**config.mk**
```make
export PLATFORM = sky130hd
export DESIGN_NAME = iact_csc_read_ctrl_flat
export DESIGN_NICKNAME = d
export VERILOG_FILES = /design/src/rtl/iact_csc_read_ctrl_if.sv /design/src/rtl/iact_csc_read_ctrl.sv /design/src/flat_wrapper.sv
export SDC_FILE = /design/constraint.sdc
export NUM_CORES = 1
export LEC_CHECK = 0
export BUFFER_PORTS_ARGS = -buffer_cell sky130_fd_sc_hd__buf_2
export CAP_MARGIN = 0
export CORE_MARGIN = 5
export CORE_UTILIZATION = 50
export CTS_CLUSTER_DIAMETER = 80
export DETAILED_ROUTE_END_ITERATION = 8
export PLACE_DENSITY = 0.71
export SYNTH_ARGS = -nofsm -noshare
export SYNTH_HDL_FRONTEND = slang
export SYNTH_SLANG_ARGS = --single-unit
```
**constraint.sdc**
```tcl
create_clock -name clock -period 3 [get_ports clock]
set_input_delay 0.45 -clock clock [delete_from_list [all_inputs] [get_ports clock]]
set_output_delay 0.45 -clock clock [all_outputs]
set_load 0.01 [all_outputs]
```
**src/rtl/iact_csc_read_ctrl_if.sv**
```systemverilog
// Data-spad read request bus from the iact CSC read sequencer to the data spad / MAC pipe.
// Plain valid/ready: the master holds every field stable while rd_valid && !rd_ready.
interface iact_csc_read_ctrl_if #(
    parameter int IDX_WIDTH = 4,
    parameter int COL_WIDTH = 4
);
    logic                 rd_valid;
    logic                 rd_ready;
    logic [IDX_WIDTH-1:0] rd_idx;
    logic [COL_WIDTH-1:0] rd_col;
    logic                 rd_col_last;

    modport master (
        output rd_valid,
        output rd_idx,
        output rd_col,
        output rd_col_last,
        input  rd_ready
    );

    modport slave (
        input  rd_valid,
        input  rd_idx,
        input  rd_col,
        input  rd_col_last,
        output rd_ready
    );
endinterface

```
**src/rtl/iact_csc_read_ctrl.sv**
```systemverilog
// Walks a CSC iact address spad and emits one data-spad read index per cycle, column by column.
// Latency: start to first rd_valid is 2 cycles; 1 bubble per column boundary, 1 cycle per empty column.
// Backpressure: rd_ready low freezes the request; addr_index_inc only fires on an accepted column end.
module iact_csc_read_ctrl #(
    parameter int ADDR_WIDTH = 8,
    parameter int IDX_WIDTH  = 4,
    parameter int COL_WIDTH  = 4,
    parameter int MAX_COLS   = 11
) (
    input  logic                  clock,
    input  logic                  reset,
    input  logic                  start,
    input  logic [ADDR_WIDTH-1:0] addr_data,
    output logic                  addr_index_inc,
    iact_csc_read_ctrl_if.master  rd,
    output logic                  busy,
    output logic                  done,
    output logic                  err
);
    typedef enum logic [1:0] {
        S_IDLE,
        S_FETCH,
        S_STREAM,
        S_DONE
    } state_t;

    localparam logic [ADDR_WIDTH:0]  SPAD_DEPTH = (ADDR_WIDTH+1)'(2 ** IDX_WIDTH);
    localparam logic [COL_WIDTH-1:0] COL_LIMIT  = COL_WIDTH'(MAX_COLS);

    state_t                state;
    logic [ADDR_WIDTH-1:0] cur_ptr;
    logic [ADDR_WIDTH-1:0] end_ptr;
    logic [COL_WIDTH-1:0]  col;

    logic fetch_term;
    logic fetch_bad;
    logic fetch_empty;
    logic col_last;

    assign fetch_term  = (addr_data == '0);
    // A pointer that moves backwards, overruns the data spad, or a 12th column means a corrupt spad.
    assign fetch_bad   = (addr_data < cur_ptr) || ({1'b0, addr_data} > SPAD_DEPTH) || (col == COL_LIMIT);
    assign fetch_empty = (addr_data == cur_ptr);
    assign col_last    = ((cur_ptr + ADDR_WIDTH'(1)) == end_ptr);

    // The spad advances on the edge ending this cycle, so the next FETCH sees the following entry.
    always_comb begin
        addr_index_inc = 1'b0;
        case (state)
            S_FETCH:  addr_index_inc = fetch_term || (!fetch_bad && fetch_empty);
            S_STREAM: addr_index_inc = rd.rd_ready && col_last;
            default:  addr_index_inc = 1'b0;
        endcase
    end

    always_ff @(posedge clock) begin
        if (reset) begin
            state   <= S_IDLE;
            cur_ptr <= '0;
            end_ptr <= '0;
            col     <= '0;
            err     <= 1'b0;
        end else begin
            case (state)
                S_IDLE: begin
                    if (start) begin
                        state   <= S_FETCH;
                        err     <= 1'b0;
                        cur_ptr <= '0;
                        col     <= '0;
                    end
                end
                S_FETCH: begin
                    if (fetch_term) begin
                        state <= S_DONE;
                    end else if (fetch_bad) begin
                        err   <= 1'b1;
                        state <= S_DONE;
                    end else if (fetch_empty) begin
                        col <= col + COL_WIDTH'(1);
                    end else begin
                        end_ptr <= addr_data;
                        state   <= S_STREAM;
                    end
                end
                S_STREAM: begin
                    if (rd.rd_ready) begin
                        cur_ptr <= cur_ptr + ADDR_WIDTH'(1);
                        if (col_last) begin
                            col   <= col + COL_WIDTH'(1);
                            state <= S_FETCH;
                        end
                    end
                end
                default: state <= S_IDLE;
            endcase
        end
    end

    assign rd.rd_valid    = (state == S_STREAM);
    assign rd.rd_idx      = cur_ptr[IDX_WIDTH-1:0];
    assign rd.rd_col      = col;
    assign rd.rd_col_last = (state == S_STREAM) && col_last;
    assign busy           = (state == S_FETCH) || (state == S_STREAM);
    assign done           = (state == S_DONE);
endmodule

```
**src/flat_wrapper.sv**
```systemverilog
// flat-port wrapper written by rule: the top's interface ports become plain ports
module iact_csc_read_ctrl_flat 
#(
    parameter int ADDR_WIDTH = 8,
    parameter int IDX_WIDTH  = 4,
    parameter int COL_WIDTH  = 4,
    parameter int MAX_COLS   = 11
)
  (clock, reset, start, addr_data, addr_index_inc, busy, done, err, rd_rd_valid, rd_rd_idx, rd_rd_col, rd_rd_col_last, rd_rd_ready);
  iact_csc_read_ctrl_if #(.IDX_WIDTH(IDX_WIDTH), .COL_WIDTH(COL_WIDTH)) rd_i ();
  input  logic clock;
  input  logic reset;
  input  logic start;
  input  logic [ADDR_WIDTH-1:0] addr_data;
  output logic addr_index_inc;
  output logic busy;
  output logic done;
  output logic err;
  output wire logic [$bits(rd_i.rd_valid)-1:0] rd_rd_valid;
  output wire logic [$bits(rd_i.rd_idx)-1:0] rd_rd_idx;
  output wire logic [$bits(rd_i.rd_col)-1:0] rd_rd_col;
  output wire logic [$bits(rd_i.rd_col_last)-1:0] rd_rd_col_last;
  input wire logic [$bits(rd_i.rd_ready)-1:0] rd_rd_ready;
  assign rd_rd_valid = rd_i.rd_valid;
  assign rd_rd_idx = rd_i.rd_idx;
  assign rd_rd_col = rd_i.rd_col;
  assign rd_rd_col_last = rd_i.rd_col_last;
  assign rd_i.rd_ready = rd_rd_ready;
  iact_csc_read_ctrl #(.ADDR_WIDTH(ADDR_WIDTH), .IDX_WIDTH(IDX_WIDTH), .COL_WIDTH(COL_WIDTH), .MAX_COLS(MAX_COLS)) u_core (.clock(clock), .reset(reset), .start(start), .addr_data(addr_data), .addr_index_inc(addr_index_inc), .rd(rd_i), .busy(busy), .done(done), .err(err));
endmodule
```
==> impl_metrics.toml <==
[outcome]
status = "finished, final reports clean"

[die]
die_x_um = 66.7
dieArea_sq_um = 4450
start_util = 0.523
die_h_um = 66.7
core_sq_um = 3080
rows = 20
num_io_pins = 26

[global_routing]
antenna_found_initial = 0
first_global_vias = 1396
grt-ovfl-total = 0
grt_pass1_wl_um = 6050
grtUsageTotal = 0.177
grt_max_degree = 20

[timing]
fmax_mhz = 356
period_minus_slack_ns = 2.81
tightest_slew_ns = 0.661
rsz0062_at_grt = "false"
clock_skew_ns = 0.00157
max_slew_margin = 0.557
maxSlewViolCount = 0
finalHoldViolations = 0
fin_tns_setup_ns = 0
min_period_over_period = 0.937
setup_violations = 0
hold_ws_ns = 0.395

[route]
vias = 1474
wl_per_cell_um = 13.0
drtIter0Drc = 72
drt_pre_antenna_iters = 4
detail-route-antenna-nets = 0
wl_um = 3510
drcViolationCount = 0
post_drt_via_cell_ratio = 5.44

[clocking]
path_clk_slew_ns = 0.12
cts_tree = "yes"
clk_latency_ns = 0.31
cts_sinks = 23
max-clock-path-buffers = 2
root_buffer = "clkbuf_4"
h-tree-depth = 1
cts_buffers = 3

[cells_and_area]
finalInstanceArea_sq_um = 1820
layout_common_cells = "25 x buf_2, 21 x a21oi_1, 20 x nor2_1"
drive_gt1_frac = 0.211
nets = 254
layout_commonest_cell = "buf_2"
fillers = 298
syn_to_final_growth_pct = 13.0
diodes = 0

[yosys]
synth_cell_types = 43
synth_top_flop_cell = "dfxtp_1"
synth_edf_count = 0
synth-seq-cells = 23
seq_area_frac_synth = 0.286
synth_top_area_frac = 0.286
yosys_warnings = 0
syn-num-nets = 228
yosys.area.top_type = "dfxtp_1"
syn_area_sq_um = 1610
async_reset_ff_frac = 0
synthTopCellsByArea = "dfxtp_1 29%, ha_1 11%, a21oi_1 6.5%"
syn_inst = 202
avgSynthCellArea_sq_um = 7.97

[critical_path]
crit_path_max_fanout = 4
endpoint_kind = "primary output"
r2r_start = "u_core.cur_ptr[0]$_SDFFE_PP0P_"
cp-start-kind = "register"
crit_start = "u_core.cur_ptr[7]$_SDFFE_PP0P_"
cp.required_ns = 2.55
path_class = "reg2out"
arrival_ns = 2.36

[pwr]
leakage_nw = 0.767
fin_total_pwr_uw = 921
power_density_nw_per_um2 = 507
ir_drop_uv = 260

[place]
routabilityCongestion = 0.852
place_area_sq_um = 1780
hpwlAfterDp_um = 2810
io_buffer_count = 25

[min_path]
holdCritPathClass = "in2reg"
holdCritStartpoint = "addr_data[1]"

[job]
maxCapViolations = 0
## synthesized netlist by cell type, drive strengths merged, types with 2 or more instances
cell type / n
o21ai: 12
a31oi: 4
or4: 5
nor2b: 3
and2: 8
buf: 7
nor4: 2
nand4: 4
o211ai: 3
nand2: 8
a21oi: 21
a41o: 2
nor3: 3
mux2i: 5
nand3: 9
inv: 14
ha: 14
nor2: 20
dfxtp: 23
or2: 2
nand2b: 5
and3: 3
o21a: 4
xnor2: 7
clkbuf: 2
## final timing paths
kind / cells after the start / to / slack [ns]
max: 10 / addr_index_inc / 0.19
min: 3 / u_core.end_ptr[1]$_SDFFE_PP0P_ / 0.40
max reg2reg: 8 / u_core.rd.rd_col[3]$_SDFFE_PP0P_ / 0.21
min reg2reg: 1 / u_core.end_ptr[7]$_SDFFE_PP0P_ / 0.50
## registers in the layout, summed over array words and instances (netlist names)
name and count:
u_core.err 1, u_core.end_ptr 8, u_core.rd.rd_col 4, u_core.cur_ptr 8, u_core.state 2
## metrics by stage
| stage | setup slack [ns] | cells | util |
|---|---|---|---|
| after floorplan | 0.130 | 202 | - |
| after global placement | 0.286 | 267 | 0.577 |
| after detailed placement | 0.239 | 267 | 0.577 |
| after CTS | 0.0572 | 271 | 0.585 |
| after global routing | 0.0282 | 271 | 0.591 |
| final | 0.188 | 271 | 0.591 |
## logic make-up after synthesis
kind of cell / Yosys count / synth area share
AO/OA/AOI/OAI: 54 / 0.211
multiplexers: 5 / 0.0311
adder cells (fa/ha/maj): 14 / 0.109
buffers and inverters: 23 / 0.0645
XOR/XNOR: 8 / 0.0435
flip-flops: 23 / 0.286
AND/OR/NAND/NOR: 75 / 0.255
## cell type report
class	count	area, sq um	area share
clock buffer	4	26.3	0.0145
inverter	14	52.6	0.0289
multi-input combinational	156	1060	0.581
sequential	23	465	0.256
tap	44	55.1	0.0303
timing repair buffer	30	163	0.0895
## worst max-delay path: stages (launching register included)
cell and delay (ns):
dfxtp_1 0.42, inv_1 0.06, ha_1 0.31, nand4_1 0.13
or2_2 0.33, a31oi_2 0.20, nand2_1 0.07, a21oi_1 0.11
o21ai_0 0.14, a21oi_1 0.16, buf_2 0.14
## power breakdown
group | leakage, nW | internal (mW) | switching (mW)
logic | 0.564 | 0.169 | 0.253
registers | 0.188 | 0.332 | 0.0241
clock network | 0.0150 | 0.0520 | 0.0918
## layer usage
metal,GRT usage,vias to the layer above,part of all wire
met3,0.0320,6,0.051
met5,0,-,0
met4,0.0685,0,0.020
met2,0.303,35,0.47
met1,0.216,661,0.46
li1,-,772,-
## timing repair
item,in CTS,in global routing
buffers inserted,0,0
endpoints found under the hold margin,0,0
gates resized for setup,0,6
setup endpoints to repair,0,1
hold buffers,0,0
Power figures use the tool's default switching activity.
